**src/rtl/pt_dec.sv**
```systemverilog
// PT2262-style pulse-width decoder: synchronizes the serial line, classifies
// high pulses as short/long, decodes 12 trits per frame and reports a code once two identical frames are seen.
module pt_dec #(
    parameter int SHORT_MAX = 7,
    parameter int LONG_MAX  = 15,
    parameter int GAP_MIN   = 64
) (
    input  logic        clk,
    input  logic        rst,
    input  logic        d,
    output logic [23:0] ad,
    output logic        vld,
    output logic        err
);

    localparam logic [7:0] SHORT_CNT = 8'(SHORT_MAX);
    localparam logic [7:0] LONG_CNT  = 8'(LONG_MAX);
    localparam logic [7:0] LOW_TO    = 8'(LONG_MAX + 1);
    localparam logic [7:0] GAP_CNT   = 8'(GAP_MIN);

    typedef enum logic [1:0] {HUNT, ARMED, DATA, SYNC} state_t;
    typedef enum logic [1:0] {CLS_S, CLS_L, CLS_BAD} cls_t;

    state_t      state, state_nxt;
    cls_t        cls;
    logic        d_m, d_s, d_q;
    logic        rise, fall;
    logic [7:0]  hcnt, lcnt;
    logic [4:0]  hidx;
    logic [23:0] hb;
    logic        sync_seen;
    logic [23:0] prev;
    logic        prev_ok;
    logic [23:0] code;
    logic        pair_bad;
    logic        go_data, store, sync_hit, abort, done;

    // NOTE: sequential state uses non-blocking assignments so every flop samples pre-edge values.
    always_ff @(posedge clk or negedge rst) begin
        if (!rst) begin
            d_m <= 1'b0;
            d_s <= 1'b0;
            d_q <= 1'b0;
        end else begin
            d_m <= d;
            d_s <= d_m;
            d_q <= d_s;
        end
    end

    assign rise = d_s & ~d_q;
    assign fall = ~d_s & d_q;

    // Each counter runs while d_s sits at its level and is cleared by the opposite level.
    always_ff @(posedge clk or negedge rst) begin
        if (!rst) begin
            hcnt <= 8'd0;
            lcnt <= 8'd0;
        end else if (d_s) begin
            hcnt <= (hcnt == 8'hFF) ? hcnt : hcnt + 8'd1;
            lcnt <= 8'd0;
        end else begin
            lcnt <= (lcnt == 8'hFF) ? lcnt : lcnt + 8'd1;
            hcnt <= 8'd0;
        end
    end

    // NOTE: every combinational output gets a default first so no path infers a latch.
    always_comb begin
        cls = CLS_BAD;
        if (hcnt >= 8'd2 && hcnt <= SHORT_CNT)
            cls = CLS_S;
        else if (hcnt > SHORT_CNT && hcnt <= LONG_CNT)
            cls = CLS_L;
    end

    // Half-bit pair (first, second) with L=1: SS->00, LL->01, SL->10, LS invalid.
    always_comb begin
        code     = 24'd0;
        pair_bad = 1'b0;
        for (int i = 0; i < 12; i++) begin
            code[23-2*i -: 2] = {~hb[2*i] & hb[2*i+1], hb[2*i] & hb[2*i+1]};
            if (hb[2*i] && !hb[2*i+1])
                pair_bad = 1'b1;
        end
    end

    always_ff @(posedge clk or negedge rst) begin
        if (!rst) state <= HUNT;
        else      state <= state_nxt;
    end

    always_comb begin
        state_nxt = state;
        go_data   = 1'b0;
        store     = 1'b0;
        sync_hit  = 1'b0;
        abort     = 1'b0;
        done      = 1'b0;
        unique case (state)
            HUNT: begin
                if (lcnt == GAP_CNT)
                    state_nxt = ARMED;
            end
            ARMED: begin
                if (rise) begin
                    go_data   = 1'b1;
                    state_nxt = DATA;
                end
            end
            DATA: begin
                if (fall) begin
                    if (cls == CLS_BAD) begin
                        abort = 1'b1;
                    end else begin
                        store = 1'b1;
                        if (hidx == 5'd23)
                            state_nxt = SYNC;
                    end
                end else if (lcnt == LOW_TO) begin
                    abort = 1'b1;
                end
            end
            SYNC: begin
                if (!sync_seen) begin
                    if (fall) begin
                        if (cls == CLS_S) sync_hit = 1'b1;
                        else              abort    = 1'b1;
                    end else if (lcnt == LOW_TO) begin
                        abort = 1'b1;
                    end
                end else if (rise) begin
                    abort = 1'b1;
                end else if (lcnt == GAP_CNT) begin
                    // The sync gap also serves as the lead-in of the next frame.
                    done      = 1'b1;
                    state_nxt = ARMED;
                end
            end
            default: state_nxt = HUNT;
        endcase
        if (abort)
            state_nxt = HUNT;
    end

    // NOTE: the frame storage is reset too, so a stale frame can never match after reset.
    always_ff @(posedge clk or negedge rst) begin
        if (!rst) begin
            hidx      <= 5'd0;
            hb        <= 24'd0;
            sync_seen <= 1'b0;
            prev      <= 24'd0;
            prev_ok   <= 1'b0;
            ad        <= 24'd0;
            vld       <= 1'b0;
            err       <= 1'b0;
        end else begin
            vld <= 1'b0;
            err <= 1'b0;
            if (go_data) begin
                hidx      <= 5'd0;
                sync_seen <= 1'b0;
            end
            if (store) begin
                hb[hidx] <= (cls == CLS_L);
                hidx     <= hidx + 5'd1;
            end
            if (sync_hit)
                sync_seen <= 1'b1;
            if (abort) begin
                err     <= 1'b1;
                prev_ok <= 1'b0;
            end
            if (done) begin
                if (pair_bad) begin
                    err     <= 1'b1;
                    prev_ok <= 1'b0;
                end else begin
                    if (prev_ok && code == prev) begin
                        ad  <= code;
                        vld <= 1'b1;
                    end
                    prev    <= code;
                    prev_ok <= 1'b1;
                end
            end
        end
    end

endmodule

```
**config.mk**
```make
export PLATFORM = sky130hd
export DESIGN_NAME = pt_dec
export DESIGN_NICKNAME = d
export VERILOG_FILES = /design/src/rtl/pt_dec.sv
export SDC_FILE = /design/constraint.sdc
export NUM_CORES = 1
export LEC_CHECK = 0
export CELL_PAD_IN_SITES_DETAIL_PLACEMENT = 0
export CELL_PAD_IN_SITES_GLOBAL_PLACEMENT = 1
export CORE_MARGIN = 4
export CORE_UTILIZATION = 30
export DETAILED_ROUTE_END_ITERATION = 12
export PLACE_DENSITY_LB_ADDON = 0.1
export SETUP_SLACK_MARGIN = 0.05
export SYNTH_ARGS = -nofsm -noshare
export SYNTH_HDL_FRONTEND = slang
export SYNTH_SLANG_ARGS = --single-unit
```
**constraint.sdc**
```tcl
create_clock -name clk -period 2.4 [get_ports clk]
set_input_delay 0.36 -clock clk [delete_from_list [all_inputs] [get_ports clk]]
set_output_delay 0.36 -clock clk [all_outputs]
set_load 0.05 [all_outputs]
```
=== Yosys cells after proc, flatten, opt, wreduce, memory -nomap -nowiden ===
Cells that the tools add are included.

* Add/subtract/negate cells: 3
* Order comparisons: 6
* Eq/ne operators: 19
* Muxes and demuxes: 63
* Bitwise operators: 41
* Reduce and logical (&&, ||, !) cells: 36

{| class="wikitable"
|+ Operator list
! operator !! number
|-
| $mux W1 || 43
|-
| $mux W8 || 4
|-
| $and A1 B1 Y1 || 26
|-
| $bwmux W24 || 1
|-
| $eq A24 B24 Y1 || 1
|-
| $mux W2 || 10
|-
| $ne A3 B3 Y1 const B || 6
|-
| $add A8 B1 Y8 const B || 2
|-
| $eq A8 B8 Y1 const B || 2
|-
| $logic_and A1 B1 Y1 || 16
|-
| $not A1 Y1 || 15
|-
| $logic_not A1 Y1 || 12
|-
| $mux W5 || 2
|-
| $eq A8 B5 Y1 const B || 1
|-
| $eq A8 B7 Y1 const B || 1
|-
| $ge A8 B2 Y1 const B || 1
|-
| $gt A8 B3 Y1 const B || 1
|-
| $le A8 B3 Y1 const B || 1
|-
| $le A8 B4 Y1 const B || 1
|-
| $pmux W2 S4 || 1
|-
| $eq A2 B2 Y1 const B || 3
|-
| $lt A5 B6 Y1 const B || 1
|-
| $reduce_and A6 Y1 || 1
|-
| $reduce_bool A2 Y1 || 3
|-
| other kinds (10) || 13
|}

* Register bits: 102
* Bits of input ports: 3
* Output and inout bits: 26
* Word-level logic and storage cells: 182

=== Longest topological paths before layout ===
Gate-level depths: netlist (run 1).

* Word-level depth: 16
* Depth in mapped cells: 10
* Gate-level depth less buffers: 8

=== Worst setup path after synthesis (run 1) ===
Ideal clock, no wire load.

* Path type: flip-flop to flip-flop
* From: reg hcnt[0]
* To: reg hb[12]
* Setup time: 0.125 ns
* Data arrival time: 2.140 ns
* Required time: 2.275 ns
* Setup slack: 0.135 ns
* Stages on the path, launching flop included: 10
* Buffers on the path: 2
* Clock period less this slack: 2.265 ns
* Cells stage by stage: dfrtp_1 > inv_1 > ha_1 > or4_1 > and4_1 > clkbuf_1 > and2_1 > clkbuf_1 > nand2_1 > mux2_2

* Longest elaborated chain between the ends: 8
* Elaborated cells on any way between the ends: 14
* Those cells by class: order compare: 4; eq/ne: 2; mux: 6; reduce/logical: 2

{| class="wikitable"
|+ RTL lines
! item !! RTL line !! source
|-
| from (decl) || 28 || <nowiki>logic [7:0] hcnt, lcnt;</nowiki>
|-
| from (signal assigned) || 60 || <nowiki>hcnt <= (hcnt == 8'hFF) ? hcnt : hcnt + 8'd1;</nowiki>
|-
| $gt A8 B3 Y1 or $le A8 B4 Y1 (tied branches) || 73 || <nowiki>else if (hcnt > SHORT_CNT && hcnt <= LONG_CNT)</nowiki>
|-
| $logic_and A1 B1 Y1 || 73 ||
|-
| $mux W2 || 73 ||
|-
| $mux W2 (*) || 71 || <nowiki>if (hcnt >= 8'd2 && hcnt <= SHORT_CNT)</nowiki>
|-
| $eq A2 B2 Y1 || 113 || <nowiki>if (cls == CLS_BAD) begin</nowiki>
|-
| $mux W1 || 113 ||
|-
| $mux W1 || 112 || <nowiki>if (fall) begin</nowiki>
|-
| $mux W1 || 100 || <nowiki>unique case (state)</nowiki>
|-
| to (signal, indexed assignment) || 165 || <nowiki>hb[hidx] <= (cls == CLS_L);</nowiki>
|-
| to (decl) || 30 || <nowiki>logic [23:0] hb;</nowiki>
|}

Every way passes the cells marked *; elsewhere a longest branch is shown, timed or not.
A chain may end at the register's enable or synchronous reset.

=== Worst setup path in the final report (run 1) ===
* From: reg hb[22]
* To: reg ad[13]

* Longest elaborated chain between the ends: 5
* Elaborated cells on any way between the ends: 9
* Those cells by class: eq/ne: 1; mux: 1; bitwise: 4; reduce/logical: 3

{| class="wikitable"
|+ RTL lines
! item !! RTL line !! source
|-
| $not A1 Y1 || 82 || <nowiki>code[23-2*i -: 2] = {~hb[2*i] & hb[2*i+1], hb[2*i] & hb[2*i+1]};</nowiki>
|-
| $and A1 B1 Y1 || 82 ||
|-
| $eq A24 B24 Y1 || 179 || <nowiki>if (prev_ok && code == prev) begin</nowiki>
|-
| $logic_and A1 B1 Y1 || 179 ||
|-
| $reduce_and A3 Y1 (no source line) (*) || -- ||
|-
| to (signal assigned) || 180 || <nowiki>ad <= code;</nowiki>
|-
| to (decl) || 11 || <nowiki>output logic [23:0] ad,</nowiki>
|}

Marked as above.

==> results.cfg, run 1 <==
[synth]
synth_area_per_cell_um2 = 9.96
synth_edf_count = 0
netlist_instances = 505
yosysTopAreaCell = dfrtp_1
ys_warn_count = 0
netlist_area_um2 = 5030
synth-seq-cells = 102
synthTopCellsByArea = dfrtp_1 51%, nand2_1 5.5%, mux2_2 5.4%, mux2i_1 5.2%, o21ai_0 3.9%
syn-num-nets = 520
synth-async-reset-ratio_pct = 100
synth_top_area_share_pct = 50.8
ys_seq_area_share_pct = 50.8
ys.flop_type = dfrtp_1
ys_types = 50

[sta]
slew_viol_final = 0
worst_pin_slew_ns = 0.550
period_share_pct = 94.7
min_period_ns = 2.27
tns_ns = 0
relSlewSlack_pct = 63.2
rsz0062_at_grt = yes
finalSetupViolCount = 0
finalHoldViolCount = 17
fmax_mhz = 440
finClkSkew_ns = 0.0103
holdWs_ns = -0.0135

[run_status]
violations = hold timing
status = finished, violations left

[drt]
maxUsedRoutingLayer = met4
wl_met2_um = 5320
drtAntennaViolNets = 0
wl_per_cell_um = 14.1
vias = 3632
drc = 0
drt_iter0_drc = 159
met3_length_um = 245
wl_met1_um = 5330
routed_wl_um = 11100
viasPerCell = 4.61
drt_first_pass_iters = 4

[place]
port_buffers = 28
dp.cells = 769
place_hpwl_um = 7980
gp_congestion = 0.744

[power_and_ir_drop]
pwr_density_cell_nw_per_um2 = 525
ir_drop_uv = 320
p_leak_nw = 2.86

[finish]
final-instance-count-excl-fill = 787
n_antenna_cell = 0
multi_input_area_um2 = 2330
finish.net_count = 577
drive_gt1_share_pct = 15.7
area.growth.synth_to_final_pct = 22.4
mostFrequentLayoutCell = dfrtp_1
fill_cells = 1655
final_cell_mix = 102 x dfrtp_1, 74 x nand2_1, 39 x o21ai_0
regArea_um2 = 2550

[cts]
numCtsBuffers = 9
cts-root-buf = clkbuf_16
htreeDepth = 3
path_clk_slew_ns = 0.07
clk_latency_ns = 0.35
cts.sinks = 102
cts_tree = yes
cts_buffer_depth = 2
cts_hold_buf = 0

[critical_path]
r2r_end = ad[13]
r2r_slack_ns = 0.13
worstPathMaxFanout = 18
critPathLaunchType = register
cp_slowest_cell = a2111oi_0
crit_start = hb[22]
cp_data_required_time_ns = 2.65
crit_path_end_kind = register
cp_data_arrival_time_ns = 2.53
r2r_start = hb[22]
crit_chain = nor2b_1 -> a2111oi_0 -> buf_4 -> nand3_1 -> nor4_4 -> nand3_4 -> buf_12 -> mux2i_2
endpoint = ad[13]
crit_type = register to register
cpPeakStageDelay_ns = 0.47
ff2ff_path_depth = 8

[floorplanning]
die_w_um = 137
core_area_um2 = 16500
floorplan.die_area_um2 = 18900
fp.dieH_um = 137
initial_core_util_pct = 30.4
rows = 47
num_io_pins = 29

[grt]
grt_max_degree = 50
grt.overflow.total = 0
antenna_found_initial = 0
grt_pass1_wl_um = 18600
grt_use_total_pct = 12.7
grt_pass1_vias = 3704

[worst_hold_path]
hold_class = input port to asynchronous set/reset pin

[job]
cap_viol_max_count = 0
flip-flops by register name, indices dropped and copies added, names as in the netlist:
register and cells:
prev 24, hcnt 8, err 1, vld 1, state 2, hb 24
prev_ok 1, d_q 1, d_m 1, d_s 1, ad 24, lcnt 8
hidx 5, sync_seen 1
stage by stage:
stage / setup slack [ns] / hold WS [ns] / utilization (%) / power [mW] / area [um^2]
final: 0.126 / -0.0135 / 37.2 / 3.23 / 6150
after global routing: 0.0221 / 0.0307 / 37.2 / 3.37 / 6150
after CTS: 0.0429 / 0.00826 / 36.8 / 3.30 / 6080
after detailed placement: -0.253 / 0.345 / 35.0 / 1.86 / 5790
after global placement: -0.172 / 0.341 / 35.0 / 1.86 / 5790
after floorplan: 0.135 / 0.0644 / - / 1.80 / 5030
cell usage after synthesis (2+ instances only):
cell,n
o22ai_1,3
and2_1,7
nor2b_1,21
o21ai_0,39
nand3b_1,4
nand2_1,74
nor3b_1,4
and4b_1,2
mux2_2,24
buf_6,2
o21ai_1,6
a31oi_1,8
dfrtp_1,102
nand4_1,5
nand3_1,11
a21oi_1,10
xnor2_1,2
mux2i_1,26
inv_1,37
a2111oi_0,3
and3_1,7
a211oi_1,2
nor3_1,10
ha_1,12
clkbuf_1,15
nor2_1,25
o221ai_1,4
nand2b_1,17
or3b_1,2
metal layers:
layer	vias up	global-route usage (%)
li1	1845	-
met1	1736	16.7
met3	13	1.97
met4	0	5.32
met5	-	0
met2	38	20.8
area by class of cell:
cell class / count / share of cell area (%)
flip-flops and latches: 102 / 41.5
repair buffers: 63 / 9.39
inverters: 37 / 2.26
multi-input cells: 349 / 37.8
clock inverters: 2 / 0.264
well taps: 220 / 4.47
clock buffers: 14 / 4.29
cells by family (layout without fill, tap and decap cells):
| group | after synthesis | in the layout | synth area share (%) |
|---|---|---|---|
| muxes | 50 | 50 | 10.6 |
| and+or+nand+nor | 199 | 200 | 20.7 |
| adders and majority gates | 12 | 12 | 2.99 |
| DFF | 102 | 102 | 50.8 |
| AOI/OAI and AO/OA | 84 | 84 | 10.1 |
| buffers and inverters | 55 | 116 | 4.43 |
| xor gates and xnor gates | 3 | 3 | 0.523 |
worst min-delay path by stage:
stage	start	to	slack, ns	cells past startpoint
after floorplan	rst	ad[0]	0.06	0
after global placement	d_m	d_s	0.34	0
after detailed placement	d_m	d_s	0.35	0
after CTS	rst	ad[17]	0.008	1
after global routing	rst	hb[5]	0.03	1
final	rst	ad[17]	-0.01	1
report_power, final:
group / switching, mW / internal [mW]
Sequential: 0.0106 / 1.73
Clock: 0.634 / 0.764
Combinational: 0.0622 / 0.0291
Total: 0.706 / 2.52
critical path, delay by kind of cell (launching register included):
kind            cells  cell delay, ns
compound gates      1            0.47
buf+inv             2            0.37
flops               1            0.38
mux                 1            0.19
simple gates        4            0.76
repair_timing:
item,CTS,global route
gates cloned,0,1
resized for setup,4,11
pin swaps,0,2
endpoints found under the setup margin,57,72
buffers inserted,0,1
endpoints found under the hold margin,0,0
(Power assumes the default switching activity.)
==> run 2: changes to the inputs <==
--- a/config.mk
+++ b/config.mk
@@ -7,6 +7,7 @@
 export LEC_CHECK = 0
 export CELL_PAD_IN_SITES_DETAIL_PLACEMENT = 0
 export CELL_PAD_IN_SITES_GLOBAL_PLACEMENT = 1
+export CORE_ASPECT_RATIO = 0.75
 export CORE_MARGIN = 4
 export CORE_UTILIZATION = 30
 export DETAILED_ROUTE_END_ITERATION = 12
==> results.cfg, run 2 (same netlist as run 1, synthesis figures left out) <==
[floorplanning]
fp.dieH_um = 120
core_area_um2 = 16200
die_w_um = 157
initial_core_util_pct = 31.0
num_io_pins = 29
floorplan.die_area_um2 = 18900
rows = 40

[cts]
htreeDepth = 3
path_clk_slew_ns = 0.07
numCtsBuffers = 9
cts_buffer_depth = 2
postCtsSetupRepairBufs = 0
cts.sinks = 102
cts_tree = yes
clk_latency_ns = 0.35
cts-root-buf = clkbuf_16

[critical_path]
cp_data_arrival_time_ns = 2.44
r2r_slack_ns = 0.19
crit_start = hcnt[1]
crit_path_end_kind = register
crit_chain = ha_1 -> or4_1 -> and4_4 -> and2_1 -> nand2_1 -> mux2_2
cp_data_required_time_ns = 2.64
cpPeakStageDelay_ns = 0.54
cp_slowest_cell = or4_1
crit_type = register to register
worstPathMaxFanout = 9
critPathLaunchType = register
r2r_start = hcnt[1]

[finish]
final-instance-count-excl-fill = 779
fin_area_um2 = 6100
utilization_pct = 37.6
finish.net_count = 579
top_regs = ad: 24 flops, hb: 24 flops, prev: 24 flops
mostFrequentLayoutCell = dfrtp_1
final_cell_mix = 102 x dfrtp_1, 74 x nand2_1, 38 x o21ai_0
multi_input_area_um2 = 2290
area.growth.synth_to_final_pct = 21.3
n_antenna_cell = 0
regArea_um2 = 2550
drive_gt1_share_pct = 15.5
fill_cells = 1627

[sta]
relSlewSlack_pct = 59.6
tns_ns = 0
fmax_mhz = 453
finClkSkew_ns = 0.00714
period_share_pct = 91.9
min_period_ns = 2.21
slew_viol_final = 0
finalHoldViolCount = 0
rsz0062_at_grt = no
finalSetupViolCount = 0
postLayoutSetupSlackWorst_ns = 0.194
worst_pin_slew_ns = 0.604
holdWs_ns = 0.345

[power_and_ir_drop]
p_clk_share_pct = 43.1
comb_power_share_pct = 2.7
power.internal_mw = 2.49
pwr_density_cell_nw_per_um2 = 526
net-switching-power_uw = 720
ir_drop_uv = 280
netSwitchingFraction_pct = 22.4
p_leak_nw = 2.86
seq_power_share_pct = 54.1
power_mw = 3.21

[grt]
grt.overflow.total = 0
grt_max_degree = 39
grt_pass1_wl_um = 19500
grt_use_total_pct = 13.2
grt_pass1_vias = 3622
antenna_found_initial = 0

[run_status]
status = complete, no violations

[place]
dp.cells = 762
place_hpwl_um = 8270
port_buffers = 28
placed_cell_area_um2 = 5790
gp_congestion = 0.759
place_ws_ns = 0.0239

[worst_hold_path]
min_from = d_m
hold_class = register to register

[drt]
drt_first_pass_iters = 4
wl_per_cell_um = 15.0
routed_wl_um = 11700
vias = 3650
drtAntennaViolNets = 0
drc = 0
drt_iter0_drc = 198
viasPerCell = 4.69

[job]
cap_viol_max_count = 0
-- run 2: worst paths after layout --
path / endpoint / cells after the start
max: hb[12] / 6
min: d_s / 0
max reg2reg: hb[12] / 6
min reg2reg: d_s / 0
max in group asynchronous: prev[20] / 3
min in group asynchronous: lcnt[0] / 2
-- run 2: critical path: cells and delay by family (launching register included) --
family / cells / cell delay, ns
and+or+nand+nor: 4 / 1.16
muxes: 1 / 0.33
DFF: 1 / 0.42
adders and majority gates: 1 / 0.19
-- run 2: area by class of cell --
| cell class | count | area share [%] |
|---|---|---|
| tap | 210 | 4.31 |
| timing repair buffer | 66 | 9.68 |
| sequential | 102 | 41.8 |
| clock buffer | 15 | 4.23 |
| clock inverter | 1 | 0.0821 |
| inverter | 37 | 2.28 |
| multi-input combinational | 348 | 37.6 |
-- run 2: per-layer routing --
layer  share of wire (%)  up-vias  wire [um]  global-route usage (%)
li1                    -     1845          -                       -
met1                  55     1759       6380                    20.4
met2                  41       37       4770                    18.0
met3                 3.5        9        412                    3.93
met4                0.85        0         99                    2.74
met5                   0        -          0                       0
-- run 2: timing repair --
| item | in CTS | in global routing |
|---|---|---|
| cloned | 0 | 0 |
| hold buffers | 1 | 0 |
| gates resized for setup | 3 | 11 |
| endpoints found under the hold margin | 5 | 0 |
| endpoints found under the setup margin | 30 | 46 |
| pin swaps | 0 | 1 |
-- run 2: power groups by stage --
stage	combinational (mW)	sequential (mW)	clock, mW
floorplan	0.0279	1.77	0
global placement	0.0893	1.77	0
detailed placement	0.0912	1.77	0
CTS	0.0925	1.74	1.45
global route	0.104	1.74	1.52
finish	0.0879	1.74	1.38
==> run 3: changes to the inputs <==
--- a/config.mk
+++ b/config.mk
@@ -13,6 +13,7 @@
 export DETAILED_ROUTE_END_ITERATION = 12
 export PLACE_DENSITY_LB_ADDON = 0.1
 export SETUP_SLACK_MARGIN = 0.05
+export SLEW_MARGIN = 40
 export SYNTH_ARGS = -nofsm -noshare
 export SYNTH_HDL_FRONTEND = slang
 export SYNTH_SLANG_ARGS = --single-unit
==> results of run 3 <==
Same layout as run 2: the final DEF is identical, and so are final timing and power.
